File: src/rtl/reaction_timing_engine.sv
// Multi-player reaction timer: BCD elapsed-time counter, per-player score latches,
// winner/best-time tracking, overflow saturation and status LEDs.
module reaction_timing_engine #(
   parameter int CLK_HZ  = 50000000,
   parameter int TICK_HZ = 1000,
   parameter int DIGITS  = 3,
   parameter int PLAYERS = 2
) (
   input  logic                        clk,
   input  logic                        rst,
   input  logic                        en,
   input  logic [PLAYERS-1:0]          key_n,
   output logic [4*DIGITS-1:0]         time_bcd,
   output logic [PLAYERS*4*DIGITS-1:0] score_bcd,
   output logic [PLAYERS-1:0]          score_vld,
   output logic [4*DIGITS-1:0]         best_bcd,
   output logic [1:0]                  winner,
   output logic                        overflow,
   output logic [9:0]                  ledr,
   output logic [3:0]                  out_state
);
   localparam int DIV = CLK_HZ / TICK_HZ;
   localparam int PW  = $clog2(DIV);
   localparam int TW  = 4 * DIGITS;
   localparam logic [TW-1:0] ALL9      = {DIGITS{4'h9}};
   localparam logic [PW-1:0] PRESC_MAX = PW'(DIV - 1);

   typedef enum logic [1:0] {S_IDLE, S_RUN, S_DONE} state_t;

   state_t               state_q, state_d;
   logic                 en_q, en_d;
   logic [PLAYERS-1:0]   key_q, key_d;
   logic [PW-1:0]        presc_q, presc_d;
   logic [TW-1:0]        time_q, time_d;
   logic [TW-1:0]        score_q [PLAYERS];
   logic [TW-1:0]        score_d [PLAYERS];
   logic [PLAYERS-1:0]   vld_q, vld_d;
   logic [TW-1:0]        best_q, best_d;
   logic [1:0]           winner_q, winner_d;
   logic                 ovf_q, ovf_d;
   logic [9:0]           ledr_q, ledr_d;

   logic                 start, all_vld, run_act, tick, sat, done_entry;
   logic [PLAYERS-1:0]   stop;
   logic [TW-1:0]        inc, min_v;
   logic [3:0]           dig;
   logic                 carry;

   // Control decode; a run with every score already latched does no more counting.
   always_comb begin
      start   = en && !en_q && (state_q != S_RUN);
      all_vld = &vld_q;
      run_act = (state_q == S_RUN) && en && !all_vld;
      tick    = run_act && (presc_q == PRESC_MAX);
      sat     = tick && (time_q == ALL9);
      stop    = run_act ? (~key_n & key_q & ~vld_q) : '0;
   end

   always_ff @(posedge clk) begin
      if (rst) state_q <= S_IDLE;
      else     state_q <= state_d;
   end

   always_comb begin
      state_d = state_q;
      case (state_q)
         S_IDLE, S_DONE: if (start) state_d = S_RUN;
         S_RUN: begin
            if (!en)                  state_d = S_IDLE;
            else if (all_vld || sat)  state_d = S_DONE;
         end
         default: state_d = S_IDLE;
      endcase
   end

   always_comb begin
      en_d     = en;
      key_d    = key_n;
      presc_d  = presc_q;
      time_d   = time_q;
      score_d  = score_q;
      vld_d    = vld_q;
      best_d   = best_q;
      winner_d = winner_q;
      ovf_d    = ovf_q;
      done_entry = (state_q == S_RUN) && (state_d == S_DONE);

      inc   = time_q;
      carry = 1'b1;
      dig   = '0;
      for (int unsigned d = 0; d < DIGITS; d++) begin
         dig = time_q[4*d +: 4];
         if (carry) begin
            if (dig == 4'd9) dig = 4'd0;
            else begin
               dig   = dig + 4'd1;
               carry = 1'b0;
            end
         end
         inc[4*d +: 4] = dig;
      end

      if (start) begin
         presc_d = '0;
         time_d  = '0;
         vld_d   = '0;
         ovf_d   = 1'b0;
         for (int unsigned p = 0; p < PLAYERS; p++) score_d[p] = '0;
      end else if (run_act) begin
         presc_d = tick ? '0 : presc_q + PW'(1);
         for (int unsigned p = 0; p < PLAYERS; p++) begin
            if (stop[p]) begin
               score_d[p] = time_q;
               vld_d[p]   = 1'b1;
            end
         end
         if (sat) begin
            ovf_d = 1'b1;
            for (int unsigned p = 0; p < PLAYERS; p++)
               if (!vld_d[p]) score_d[p] = ALL9;
            vld_d = '1;
         end else if (tick) begin
            time_d = inc;
         end
      end

      // Scores as they will be latched this edge; BCD orders like binary.
      min_v = score_d[0];
      if (done_entry) begin
         winner_d = '0;
         for (int unsigned p = 1; p < PLAYERS; p++) begin
            if (score_d[p] < min_v) begin
               min_v    = score_d[p];
               winner_d = 2'(p);
            end
         end
         if (min_v < best_q) best_d = min_v;
      end

      case (state_d)
         S_RUN:   ledr_d = 10'h3FF;
         S_DONE:  ledr_d = 10'd1 << winner_d;
         default: ledr_d = '0;
      endcase
   end

   always_ff @(posedge clk) begin
      if (rst) begin
         en_q     <= 1'b1;
         key_q    <= '1;
         presc_q  <= '0;
         time_q   <= '0;
         vld_q    <= '0;
         best_q   <= ALL9;
         winner_q <= '0;
         ovf_q    <= 1'b0;
         ledr_q   <= '0;
         for (int unsigned p = 0; p < PLAYERS; p++) score_q[p] <= '0;
      end else begin
         en_q     <= en_d;
         key_q    <= key_d;
         presc_q  <= presc_d;
         time_q   <= time_d;
         vld_q    <= vld_d;
         best_q   <= best_d;
         winner_q <= winner_d;
         ovf_q    <= ovf_d;
         ledr_q   <= ledr_d;
         for (int unsigned p = 0; p < PLAYERS; p++) score_q[p] <= score_d[p];
      end
   end

   always_comb begin
      out_state = (state_q == S_DONE) ? 4'd3 : 4'd2;
      time_bcd  = time_q;
      score_vld = vld_q;
      best_bcd  = best_q;
      winner    = winner_q;
      overflow  = ovf_q;
      ledr      = ledr_q;
      score_bcd = '0;
      for (int unsigned p = 0; p < PLAYERS; p++) score_bcd[p*TW +: TW] = score_q[p];
   end

endmodule

File: config.mk
export PLATFORM = sky130hd
export DESIGN_NAME = reaction_timing_engine
export DESIGN_NICKNAME = d
export VERILOG_FILES = /design/src/rtl/reaction_timing_engine.sv
export SDC_FILE = /design/constraint.sdc
export NUM_CORES = 1
export LEC_CHECK = 0
export CORE_MARGIN = 1.5
export CORE_UTILIZATION = 49
export CTS_CLUSTER_DIAMETER = 40
export DETAILED_ROUTE_END_ITERATION = 8
export GPL_TIMING_DRIVEN = 0
export HOLD_SLACK_MARGIN = 0.15
export PLACE_DENSITY = 0.89
export SLEW_MARGIN = 20
export SYNTH_ARGS = -nofsm -noshare
export SYNTH_HDL_FRONTEND = slang
export SYNTH_SLANG_ARGS = --single-unit
File: constraint.sdc
create_clock -name clk -period 6.8 [get_ports clk]
set_input_delay 1.36 -clock clk [delete_from_list [all_inputs] [get_ports clk]]
set_output_delay 1.36 -clock clk [all_outputs]
set_load 0.02 [all_outputs]
==> impl_metrics.tcl <==
set metrics [dict create \
    status "complete, no violations" \
    worstSetupPathType "primary input to register" \
    core_area_um2 8721 \
    cts_tree "built" \
    dp_cells 705 \
    htreeDepth 3 \
    cts_buffers 9 \
    antenna_found_initial 0 \
    multiInputGateArea_um2 2623 \
    grt_pass1_vias 4041 \
    via_count 4309 \
    layout_min_cycle_time_ns 6.608 \
    vias_per_cell 5.935 \
    first_pass_iters 6 \
    syn2layout_area_growth_pct 24.91 \
    synthAdderAreaFrac_pct 7.286 \
    post_dp_cell_area_um2 5250 \
    dp_hpwl_um 8793 \
    worstSetupEndpointType "register" \
    pre_cts_ws_ns -1.224 \
    crit_path_frequent_cell "a21o_1" \
    postRouteWirelength_um 11830 \
    setup_viol 0 \
    utilization_pct 63.46 \
    grt_util_all_layers_pct 24.57 \
    synth_warnings 0 \
    ys_ff_latch 79 \
    crit_buf_inv 5 \
    mostFrequentLayoutCells "79 x dfxtp_1, 68 x nor2_1, 67 x clkdlybuf4s50_1, 42 x a21oi_1, 39 x nand2_1" \
    synthMuxAreaShare_pct 7.936 \
    relSlewSlack_pct 52.30 \
    stdcell_area_um2 5534 \
    p_total_uw 869.2 \
    seq_area_frac_synth_pct 35.70 \
    wire_per_inst_um 16.30 \
    drt_iter0_drc 330 \
    leakagePower_uw 0.002390 \
    synth-compound-area-share_pct 13.78 \
    pwr_density_cell_nw_per_um2 157.1 \
    critPathMaxStageDelay_ns 0.50 \
    synth_edf_count 0 \
    cts_buffer_depth 2 \
    yosys.area_share.simple_pct 25.08 \
    placementRows 34 \
    crit_slowest_cell "or4b_4" \
    worstHoldPathType "register to register" \
    final_net_count 643 \
    root_buffer "clkbuf_8" \
    post-route-period-util_pct 97.17 \
    place_congestion 0.8925 \
    finalHoldViolCount 0 \
    drv_slew 0 \
    numClockSinks 79 \
    overflow 0 \
    insertedDiodeCount 0 \
    ant_nets 0 \
    io_pins 72 \
    synth_top_family_by_area "simple AND/OR/NAND/NOR gates" \
    die_w_um 98.09 \
    design.die.area_um2 9622 \
    die_h_um 98.09 \
    crit_arrival_ns 6.86 \
    vdd_drop_max_v 0.00009105 \
    cp_max_fo 10 \
    syn_avg_cell_area_um2 8.391 \
    synth-xor-area-share_pct 3.954 \
    crit_required_ns 7.06 \
    synth_flop_cell "dfxtp_1" \
    synthArstFlopShare_pct 0 \
    final_cells 726 \
    clock_latency_ns 0.37 \
    netlist_area_um2 4430 \
    numPortBuffers 68 \
    final_common_cell "dfxtp_1" \
    timing.fmax_ghz 0.1513 \
    grt_pass1_wl_um 19150 \
    drive_gt1_share_pct 13.27 \
    critPathTopFamily "simple AND/OR/NAND/NOR gates" \
    finClkSkew_ns 0.01561 \
    tightest_slew_ns 0.7128 \
    path_clk_slew_ns 0.09 \
    fin_ws_ns 0.1924 \
    fillers 716 \
    critPathLaunchType "primary input" \
    initial_core_util_pct 50.80 \
    synth.distinct_cells 56 \
    syn_inst 528 \
    drc_errors 0 \
    regArea_um2 1582 \
    grt_max_degree 16 \
    maxCapViolCount 0 \
]
## cells in the mapped netlist (all sizes together) (11+ instances only)
cell type  number  area share [%]
nand4          12             1.7
and3           11             1.6
nor2b          13             1.8
inv            25             2.1
nand3          17             1.9
ha             25             7.1
buf            13             2.4
nor3           15             1.7
clkbuf         19             1.6
o21ai          19             2.2
nand2          41             3.5
xor2           15             3.0
nor2           68             5.8
a21oi          43             4.9
dfxtp          79              36
mux2i          25             5.6
## per-layer routing
metal | share of wire (%) | track usage, % | up-vias | wire (um)
met5 | 0 | 0 | - | 0
met4 | 3.1 | 9.451 | 0 | 363
met3 | 7.4 | 3.722 | 43 | 876
met2 | 47 | 41.06 | 231 | 5555
met1 | 43 | 31.97 | 2040 | 5035
li1 | - | - | 1995 | -
## sequential cells by signal (all words and copies together), names as in the netlist
name	flops
ledr	5
presc_q	16
score_vld	2
overflow	1
best_bcd	12
time_bcd	12
winner	2
key_q	2
score_bcd	24
en_q	1
state_q	2
## final cells by class
class / count / area share, %
Buffer: 32 / 3.369
Clock buffer: 9 / 2.238
Clock inverter: 7 / 1.402
Inverter: 25 / 1.696
Multi-Input combinational cell: 393 / 47.39
Sequential cell: 79 / 28.58
Tap cell: 108 / 2.442
Timing Repair Buffer: 73 / 12.89
## metrics by stage
step	TNS, ns	hold WS [ns]
after floorplan	0	0.4580
after global placement	-8.999	0.4553
after CTS	0	0.4887
after global routing	-0.0007412	0.5282
final	0	0.4799
after detailed placement	-12.74	0.4674
## worst min-delay path: stages, from the launching register on
cell and delay (ns):
dfxtp_1 0.34, nor2_1 0.05, nor2_1 0.07
## path summary, 6_finish.rpt
kind	start	endpoint	slack [ns]	cells past startpoint
worst max-delay path	key_n[1]	best_bcd[6]	0.19	25
worst min-delay path	overflow	overflow	0.48	2
worst max register to register	presc_q[0]	best_bcd[6]	0.57	25
worst min register to register	overflow	overflow	0.48	2
## logic make-up (layout without fill, tap and decap cells)
group                    count (synthesis)  count (layout)
AO/OA/AOI/OAI                           96              96
adder cells (fa/ha/maj)                 26              26
buffers and inverters                   57             146
multiplexers                            33              33
other                                    2               3
flip-flops                              79              79
XOR/XNOR                                20              20
AND/OR/NAND/NOR                        215             215
## report_power, final
group          total [uW]  switching, uW  leakage [uW]  internal, uW
Combinational        40.6           26.5       0.00165          14.1
Clock                 363            190      0.000101           173
Sequential            465           1.32      0.000637           464
Total                 869            218       0.00239           652
## timing repair
item | in CTS | in global routing
hold buffers | 0 | 0
gates cloned | 0 | 0
gates resized for setup | 8 | 18
endpoints found under the setup margin | 12 | 11
buffers inserted | 2 | 3
pin swaps | 1 | 3
No activity file was read; power rests on OpenSTA's default activity.
